## config.mk

```make
export PLATFORM = sky130hd
export DESIGN_NAME = reset_sequencer
export DESIGN_NICKNAME = d
export VERILOG_FILES = /design/src/rtl/reset_sequencer.sv
export SDC_FILE = /design/constraint.sdc
export NUM_CORES = 1
export LEC_CHECK = 0
export BUFFER_PORTS_ARGS = -buffer_cell sky130_fd_sc_hd__buf_2
export CORE_MARGIN = 8
export CORE_UTILIZATION = 45
export CTS_CLUSTER_SIZE = 10
export DETAILED_ROUTE_END_ITERATION = 7
export PLACE_DENSITY_LB_ADDON = 0.05
export SKIP_LAST_GASP = 1
export SYNTH_ARGS = -nofsm -noshare
export SYNTH_HDL_FRONTEND = slang
export SYNTH_SLANG_ARGS = --single-unit
```

## constraint.sdc

```tcl
create_clock -name clock -period 2.2 [get_ports clock]
set_input_delay 0.33 -clock clock [delete_from_list [all_inputs] [get_ports clock]]
set_output_delay 0.33 -clock clock [all_outputs]
set_load 0.01 [all_outputs]
```

## src/rtl/reset_sequencer.sv

```systemverilog
// Reset sequencer: synchronises and debounces a board reset gated on PLL lock,
// then releases NUM_RESETS active-high resets in ascending order, STAGE_DELAY apart.
module reset_sequencer #(
  parameter int NUM_RESETS     = 4,
  parameter int SYNC_STAGES    = 4,
  parameter int DEBOUNCE_BITS  = 8,
  parameter int STAGE_DELAY    = 16,
  parameter int REVERSE_ASSERT = 1
) (
  input  logic                  clock,
  input  logic                  areset_n,
  input  logic                  locked,
  input  logic                  soft_req,
  output logic [NUM_RESETS-1:0] reset,
  output logic                  done,
  output logic                  busy
);
  localparam int IDX_W = (NUM_RESETS > 1) ? $clog2(NUM_RESETS) : 1;
  localparam int DC_W  = (STAGE_DELAY > 1) ? $clog2(STAGE_DELAY) : 1;

  localparam logic [IDX_W-1:0]         IDX_ZERO  = IDX_W'(0);
  localparam logic [IDX_W-1:0]         IDX_ONE   = IDX_W'(1);
  localparam logic [IDX_W-1:0]         IDX_LAST  = IDX_W'(NUM_RESETS - 1);
  localparam logic [IDX_W-1:0]         IDX_REV0  = IDX_W'(NUM_RESETS - 2);
  localparam logic [DC_W-1:0]          DC_ZERO   = DC_W'(0);
  localparam logic [DC_W-1:0]          DC_ONE    = DC_W'(1);
  localparam logic [DC_W-1:0]          DC_LAST   = DC_W'(STAGE_DELAY - 1);
  localparam logic [DEBOUNCE_BITS-1:0] DB_ZERO   = DEBOUNCE_BITS'(0);
  localparam logic [DEBOUNCE_BITS-1:0] DB_ONE    = DEBOUNCE_BITS'(1);
  localparam logic [DEBOUNCE_BITS-1:0] DB_LAST   = {DEBOUNCE_BITS{1'b1}};
  localparam logic [NUM_RESETS-1:0]    RST_ALL   = {NUM_RESETS{1'b1}};

  localparam logic [1:0] S_HOLD   = 2'd0;
  localparam logic [1:0] S_SEQ    = 2'd1;
  localparam logic [1:0] S_RUN    = 2'd2;
  localparam logic [1:0] S_ASSERT = 2'd3;

  logic [SYNC_STAGES-1:0]   sync_r;
  logic [1:0]               lock_r;
  logic [1:0]               state_r,  state_nx;
  logic [DEBOUNCE_BITS-1:0] dbcnt_r,  dbcnt_nx;
  logic [DC_W-1:0]          dcnt_r,   dcnt_nx;
  logic [IDX_W-1:0]         idx_r,    idx_nx;
  logic [NUM_RESETS-1:0]    reset_r,  reset_nx;
  logic                     done_r,   done_nx;
  logic                     busy_r,   busy_nx;
  logic                     rst_sync;
  logic                     locked_s;
  logic                     go_s;

  assign rst_sync = sync_r[SYNC_STAGES-1];
  assign locked_s = lock_r[1];
  assign go_s     = !rst_sync && locked_s;

  // Reset deassertion synchroniser and lock qualifier synchroniser.
  always_ff @(posedge clock or negedge areset_n) begin
    if (!areset_n) begin
      sync_r <= {SYNC_STAGES{1'b1}};
      lock_r <= 2'b00;
    end else begin
      sync_r <= {sync_r[SYNC_STAGES-2:0], 1'b0};
      lock_r <= {lock_r[0], locked};
    end
  end

  // Sequencer next-state: lock loss beats soft_req, which beats counting.
  always_comb begin
    state_nx = state_r;
    dbcnt_nx = dbcnt_r;
    dcnt_nx  = dcnt_r;
    idx_nx   = idx_r;
    reset_nx = reset_r;
    case (state_r)
      S_HOLD: begin
        reset_nx = RST_ALL;
        dcnt_nx  = DC_ZERO;
        idx_nx   = IDX_ZERO;
        if (!go_s) begin
          dbcnt_nx = DB_ZERO;
        end else if (dbcnt_r == DB_LAST) begin
          state_nx = S_SEQ;
          dbcnt_nx = DB_ZERO;
        end else begin
          dbcnt_nx = dbcnt_r + DB_ONE;
        end
      end
      S_SEQ: begin
        if (!locked_s || soft_req) begin
          state_nx = S_HOLD;
          reset_nx = RST_ALL;
          dbcnt_nx = DB_ZERO;
          dcnt_nx  = DC_ZERO;
          idx_nx   = IDX_ZERO;
        end else if (dcnt_r == DC_LAST) begin
          reset_nx[idx_r] = 1'b0;
          dcnt_nx         = DC_ZERO;
          if (idx_r == IDX_LAST) begin
            state_nx = S_RUN;
          end else begin
            idx_nx = idx_r + IDX_ONE;
          end
        end else begin
          dcnt_nx = dcnt_r + DC_ONE;
        end
      end
      S_RUN: begin
        if (!locked_s) begin
          state_nx = S_HOLD;
          reset_nx = RST_ALL;
          dbcnt_nx = DB_ZERO;
          dcnt_nx  = DC_ZERO;
          idx_nx   = IDX_ZERO;
        end else if (soft_req && (REVERSE_ASSERT != 0) && (NUM_RESETS > 1)) begin
          state_nx             = S_ASSERT;
          reset_nx[IDX_LAST]   = 1'b1;
          idx_nx               = IDX_REV0;
          dcnt_nx              = DC_ZERO;
        end else if (soft_req) begin
          state_nx = S_HOLD;
          reset_nx = RST_ALL;
          dbcnt_nx = DB_ZERO;
          dcnt_nx  = DC_ZERO;
          idx_nx   = IDX_ZERO;
        end else begin
          reset_nx = {NUM_RESETS{1'b0}};
        end
      end
      S_ASSERT: begin
        if (!locked_s) begin
          state_nx = S_HOLD;
          reset_nx = RST_ALL;
          dbcnt_nx = DB_ZERO;
          dcnt_nx  = DC_ZERO;
          idx_nx   = IDX_ZERO;
        end else if (dcnt_r == DC_LAST) begin
          reset_nx[idx_r] = 1'b1;
          dcnt_nx         = DC_ZERO;
          if (idx_r == IDX_ZERO) begin
            state_nx = S_HOLD;
            dbcnt_nx = DB_ZERO;
          end else begin
            idx_nx = idx_r - IDX_ONE;
          end
        end else begin
          dcnt_nx = dcnt_r + DC_ONE;
        end
      end
      default: begin
        state_nx = S_HOLD;
        reset_nx = RST_ALL;
        dbcnt_nx = DB_ZERO;
        dcnt_nx  = DC_ZERO;
        idx_nx   = IDX_ZERO;
      end
    endcase
    done_nx = (state_nx == S_RUN);
    busy_nx = (state_nx == S_SEQ) || (state_nx == S_ASSERT);
  end

  // Sequencer state and registered outputs.
  always_ff @(posedge clock or negedge areset_n) begin
    if (!areset_n) begin
      state_r <= S_HOLD;
      dbcnt_r <= DB_ZERO;
      dcnt_r  <= DC_ZERO;
      idx_r   <= IDX_ZERO;
      reset_r <= RST_ALL;
      done_r  <= 1'b0;
      busy_r  <= 1'b0;
    end else begin
      state_r <= state_nx;
      dbcnt_r <= dbcnt_nx;
      dcnt_r  <= dcnt_nx;
      idx_r   <= idx_nx;
      reset_r <= reset_nx;
      done_r  <= done_nx;
      busy_r  <= busy_nx;
    end
  end

  assign reset = reset_r;
  assign done  = done_r;
  assign busy  = busy_r;

endmodule

```

After elaboration in Yosys (flattened, before gate mapping)
Cells that the tools add are included.

operators by class
  $add $sub $neg = 4
  reduce and logical (&&, ||, !) cells = 12
  magnitude comparators = 2
  bitwise gates (word level) = 3
  equality and inequality tests = 18
  mux-type cells = 44

operators with widths
  cell                   number
  $mux W8                7
  $mux W4                10
  $mux W2                18
  $pmux W4 S4            2
  $pmux W8 S4            1
  $ne A3 B3 Y1 const B   7
  $pmux W2 S4            2
  $eq A2 B2 Y1 const B   5
  $add A8 B1 Y8 const B  1
  $eq A8 B8 Y1 const B   1
  $reduce_and A5 Y1      1
  $add A4 B1 Y4 const B  1
  $and A4 B4 Y4          1
  $eq A2 B1 Y1 const B   2
  $eq A4 B4 Y1 const B   1
  $logic_not A2 Y1       2
  $ne A2 B2 Y1 const B   2
  $not A4 Y4             1
  $or A4 B4 Y4           1
  $reduce_and A4 Y1      1
  $lt A2 B3 Y1 const B   1
  $mux W3                1
  $reduce_and A3 Y1      1
  $add A2 B1 Y2 const B  1
  other kinds (8)        12

storage, ports and cells
  register bits after elaboration = 28
  word-level logic and storage cells = 93
  input port bits = 4
  output and inout bits = 6

Longest topological paths before layout
  word-level depth = 9
  gate-level depth with buffers = 6
  mapped depth without buffers = 6

Worst setup path after synthesis
No wires, ideal clock.

  path type = register to register
  from = register dcnt_r[0]
  to = register dbcnt_r[7]
  cell stages (with the launch flop) = 6
  slack = 668 ps
  path buffers = 0
  clock period less this slack = 1532 ps
  data arrival time = 1414 ps
  library setup time = 118 ps
  required time = 2082 ps
  cell sequence = dfrtp_1 -> ha_1 -> nand3_1 -> o221a_2 -> a21o_1 -> a21o_1

on the way
  word-level cells in the longest chain between the ends = 3

RTL lines
  item                                line  source
  start, declared                     42    logic [DC_W-1:0] dcnt_r, dcnt_nx;
  start signal, assigned              173   dcnt_r <= dcnt_nx;
  $eq A4 B4 Y1                        135   end else if (dcnt_r == DC_LAST) begin
  $ne A3 B3 Y1 (no source line)       --
  $reduce_and A4 Y1 (no source line)  --
  end signal, assigned                172   dbcnt_r <= dbcnt_nx;
  end, declared                       41    logic [DEBOUNCE_BITS-1:0] dbcnt_r, dbcnt_nx;

No other way between the ends.
A chain may end at the register's enable or synchronous reset.

Worst setup path in the final report
  from = register state_r[1]
  to = register dbcnt_r[7]

on the way
  word-level cells in the longest chain between the ends = 3
  elaborated cells between the ends (all ways) = 10
  classes of those cells = 7 x eq/ne; 1 x mux; 2 x reduce/logical

RTL lines
  item                                                                  line  source
  start, declared                                                       40    logic [1:0] state_r, state_nx;
  start signal, assigned                                                171   state_r <= state_nx;
  $eq A2 B2 Y1 / $eq A2 B1 Y1 (equally long branches)                   73    case (state_r)
  $ne A3 B3 Y1 (no source line) / $ne A2 B2 Y1 (equally long branches)  --
  $reduce_and A4 Y1 (no source line)                                    --

Several ways; a longest one is shown, not always the timed one.

==> out/metrics.yaml <==
floorplan:
  num_rows: 20
  initial_core_util_pct: 46.9
  core_area_sq_um: 3050
  io_pins: 10
  die_area_sq_um: 5250
  die_h_um: 72.4
  die_w_um: 72.4
clock_tree:
  ctsHoldBuffers: 1
  clk_latency_ns: 0.33
  clock-root-buffer: "clkbuf_4"
  cts_post_setup_buffers_inserted: 0
  cts_resized: 0
  h-tree-depth: 1
  clkSlewWorstSetupHoldPaths_ns: 0.16
  cts_buffers: 3
  tritoncts: "done"
  cts_buffer_depth: 2
  clock-sinks: 27
logic_synthesis:
  synth_largest_area_cell: "dfrtp_1"
  synth_cells: 143
  ys_types: 46
  synth_edf_count: 0
  synth_area_leaders: "dfrtp_1, dfstp_2, ha_1, o21ai_0, a21oi_1"
  async_flop_share_pct: 100
  ys_seq_area_share_pct: 47.9
  synth-main-ff-cell: "dfrtp_1"
  synth-seq-cells: 27
  avgSynthCellArea_sq_um: 10.0
  syn-num-nets: 153
  synth_warnings: 0
  synth_most_common_cell: "dfrtp_1"
  syn_area_sq_um: 1430
  synth_top_area_share_pct: 33.2
  yosys-top-cells-count: "dfrtp_1, o21ai_0, a21oi_1"
grt:
  grt_max_degree: 28
  gr-total-overflow: 0
  antenna_found_initial: 0
  grtUsageTotal_pct: 11.3
  grt_pass1_wl_um: 4850
  grt_pass1_vias: 1060
placement:
  place.gp.congestion: 0.824
  port_buffers: 9
  dp_hpwl_um: 1980
cells_and_area:
  drive_gt1_share_pct: 16.9
  fin_nets: 165
  fillers: 294
  n_antenna_cell: 0
  final-seq-area_sq_um: 686
  area_growth_pct: 9.08
  multiInputGateArea_sq_um: 706
detailed_routing:
  totalWireLength_um: 2800
  dr_total_vias: 1147
  drt-initial-drc-count: 103
  wl_per_cell_um: 14.1
  drcViolationCount: 0
  viasPerCell: 5.79
  ant_nets: 0
  drt_pass1_iterations: 4
timing:
  period_share_pct: 82.5
  final_max_slew_viol_count: 0
  tightest_slew_ns: 0.581
  setup_viol: 0
  setup_tns_ns: 0
  hold_violations: 0
  maxSlewHeadroom_pct: 61.3
  fin_worst_skew_ns: 0.00598
  finalCriticalPeriod_ns: 1.81
  rsz0062_at_grt: "false"
  max_freq_ghz: 0.551
worst_hold_path:
  hp-class: "primary input to flop"
job:
  maxCapViolations: 0
power_and_ir_drop:
  power_density_nw_per_um2: 513
  ir_worst_vdd_v: 0.000401
  power_mw: 0.802
  leakagePower_nw: 0.676
setup_path:
  worstPathCellList: "or4b_1 > a41oi_4 > a21o_1 > a21o_1"
  cp_max_fo: 15
  cp_slowest_cell: "or4b_1"
  crit_path_end_kind: "flop"
  critPathArrivalTime_ns: 2.10
  crit_family: "simple AND/OR/NAND/NOR gates"
  required_ns: 2.48
  critPathKind: "flop to flop"
  crit_path_frequent_cell: "a21o_1"
  critical_path.startpoint_type: "flop"
  crit_buf_inv: 0
  slowest_delay_ns: 0.71
outcome:
  status: "complete, no violations"
flip-flops by register name (all words and copies together), names as in the netlist:
| signal | flops |
|---|---|
| dbcnt_r | 8 |
| dcnt_r | 4 |
| reset | 4 |
| sync_r | 4 |
| idx_r | 2 |
| lock_r | 2 |
| state_r | 2 |
| done | 1 |
cells by family after synthesis:
kind of cell             count (synthesis)  synth area share, %
AND/OR/NAND/NOR                         48                 17.5
AO/OA/AOI/OAI                           47                 23.6
flip-flops                              27                 47.9
buffers and inverters                   10                 2.88
adder cells (fa/ha/maj)                  6                 5.24
XOR/XNOR                                 2                 1.22
multiplexers                             2                 1.48
other                                    1                0.262
cell usage in the layout, fill, tap and decap left out, drive strengths merged, types with 2 or more instances in the layout:
| cell | n |
|---|---|
| dfstp | 8 |
| a21o | 3 |
| nand2b | 3 |
| ha | 6 |
| nor3 | 4 |
| buf | 10 |
| o21ai | 12 |
| a41oi | 2 |
| inv | 7 |
| and3 | 3 |
| nor2 | 9 |
| a21oi | 10 |
| dfrtp | 19 |
| a22o | 2 |
| or3 | 2 |
| a22oi | 2 |
| xor2 | 2 |
| nand2 | 9 |
| clkbuf | 3 |
| nand3 | 7 |
| o22a | 3 |
| nor2b | 5 |
layout make-up:
class / instances / share of cell area, %
clock buffers: 3 / 1.44
clock inverters: 1 / 0.560
inverters: 6 / 1.44
multi-input cells: 106 / 45.2
flip-flops and latches: 27 / 43.9
well taps: 44 / 3.52
repair buffers: 11 / 4.00
path summary, 6_finish.rpt:
kind                                  from          to  slack, ns  depth (start not counted)
worst max-delay path            state_r[1]  dbcnt_r[7]       0.39                          4
worst min-delay path                locked   lock_r[0]        0.1                          1
worst max register to register  state_r[1]  dbcnt_r[7]       0.39                          4
worst min register to register   sync_r[2]   sync_r[3]       0.37                          0
max in group asynchronous         areset_n   sync_r[0]       1.31                          2
min in group asynchronous         areset_n  dbcnt_r[5]       0.51                          2
routing by layer:
metal | global-route usage [%] | share of wire (%)
met1 | 15.6 | 51
met2 | 16.9 | 43
met3 | 3.44 | 6.0
met4 | 2.67 | 0.68
met5 | 0 | 0
report_power, final:
group	internal, mW	switching, mW
Sequential	0.509	0.0102
Combinational	0.0192	0.0329
Clock	0.0742	0.156
Total	0.602	0.199
metrics by stage:
step           cell area [sq um]  worst slack, ns  instances  utilization (%)  hold WS, ns
3_3_place_gp                1520            0.464        193             49.8        0.336
2_1_floorplan               1430            0.668        143                -       0.0344
6_report                    1560            0.385        198             51.2       0.0969
4_1_cts                     1560            0.387        198             51.2       0.0789
5_1_grt                     1560            0.282        198             51.2       0.0659
3_5_place_dp                1520            0.421        193             49.8        0.348
No activity file was read; power rests on OpenSTA's default activity.
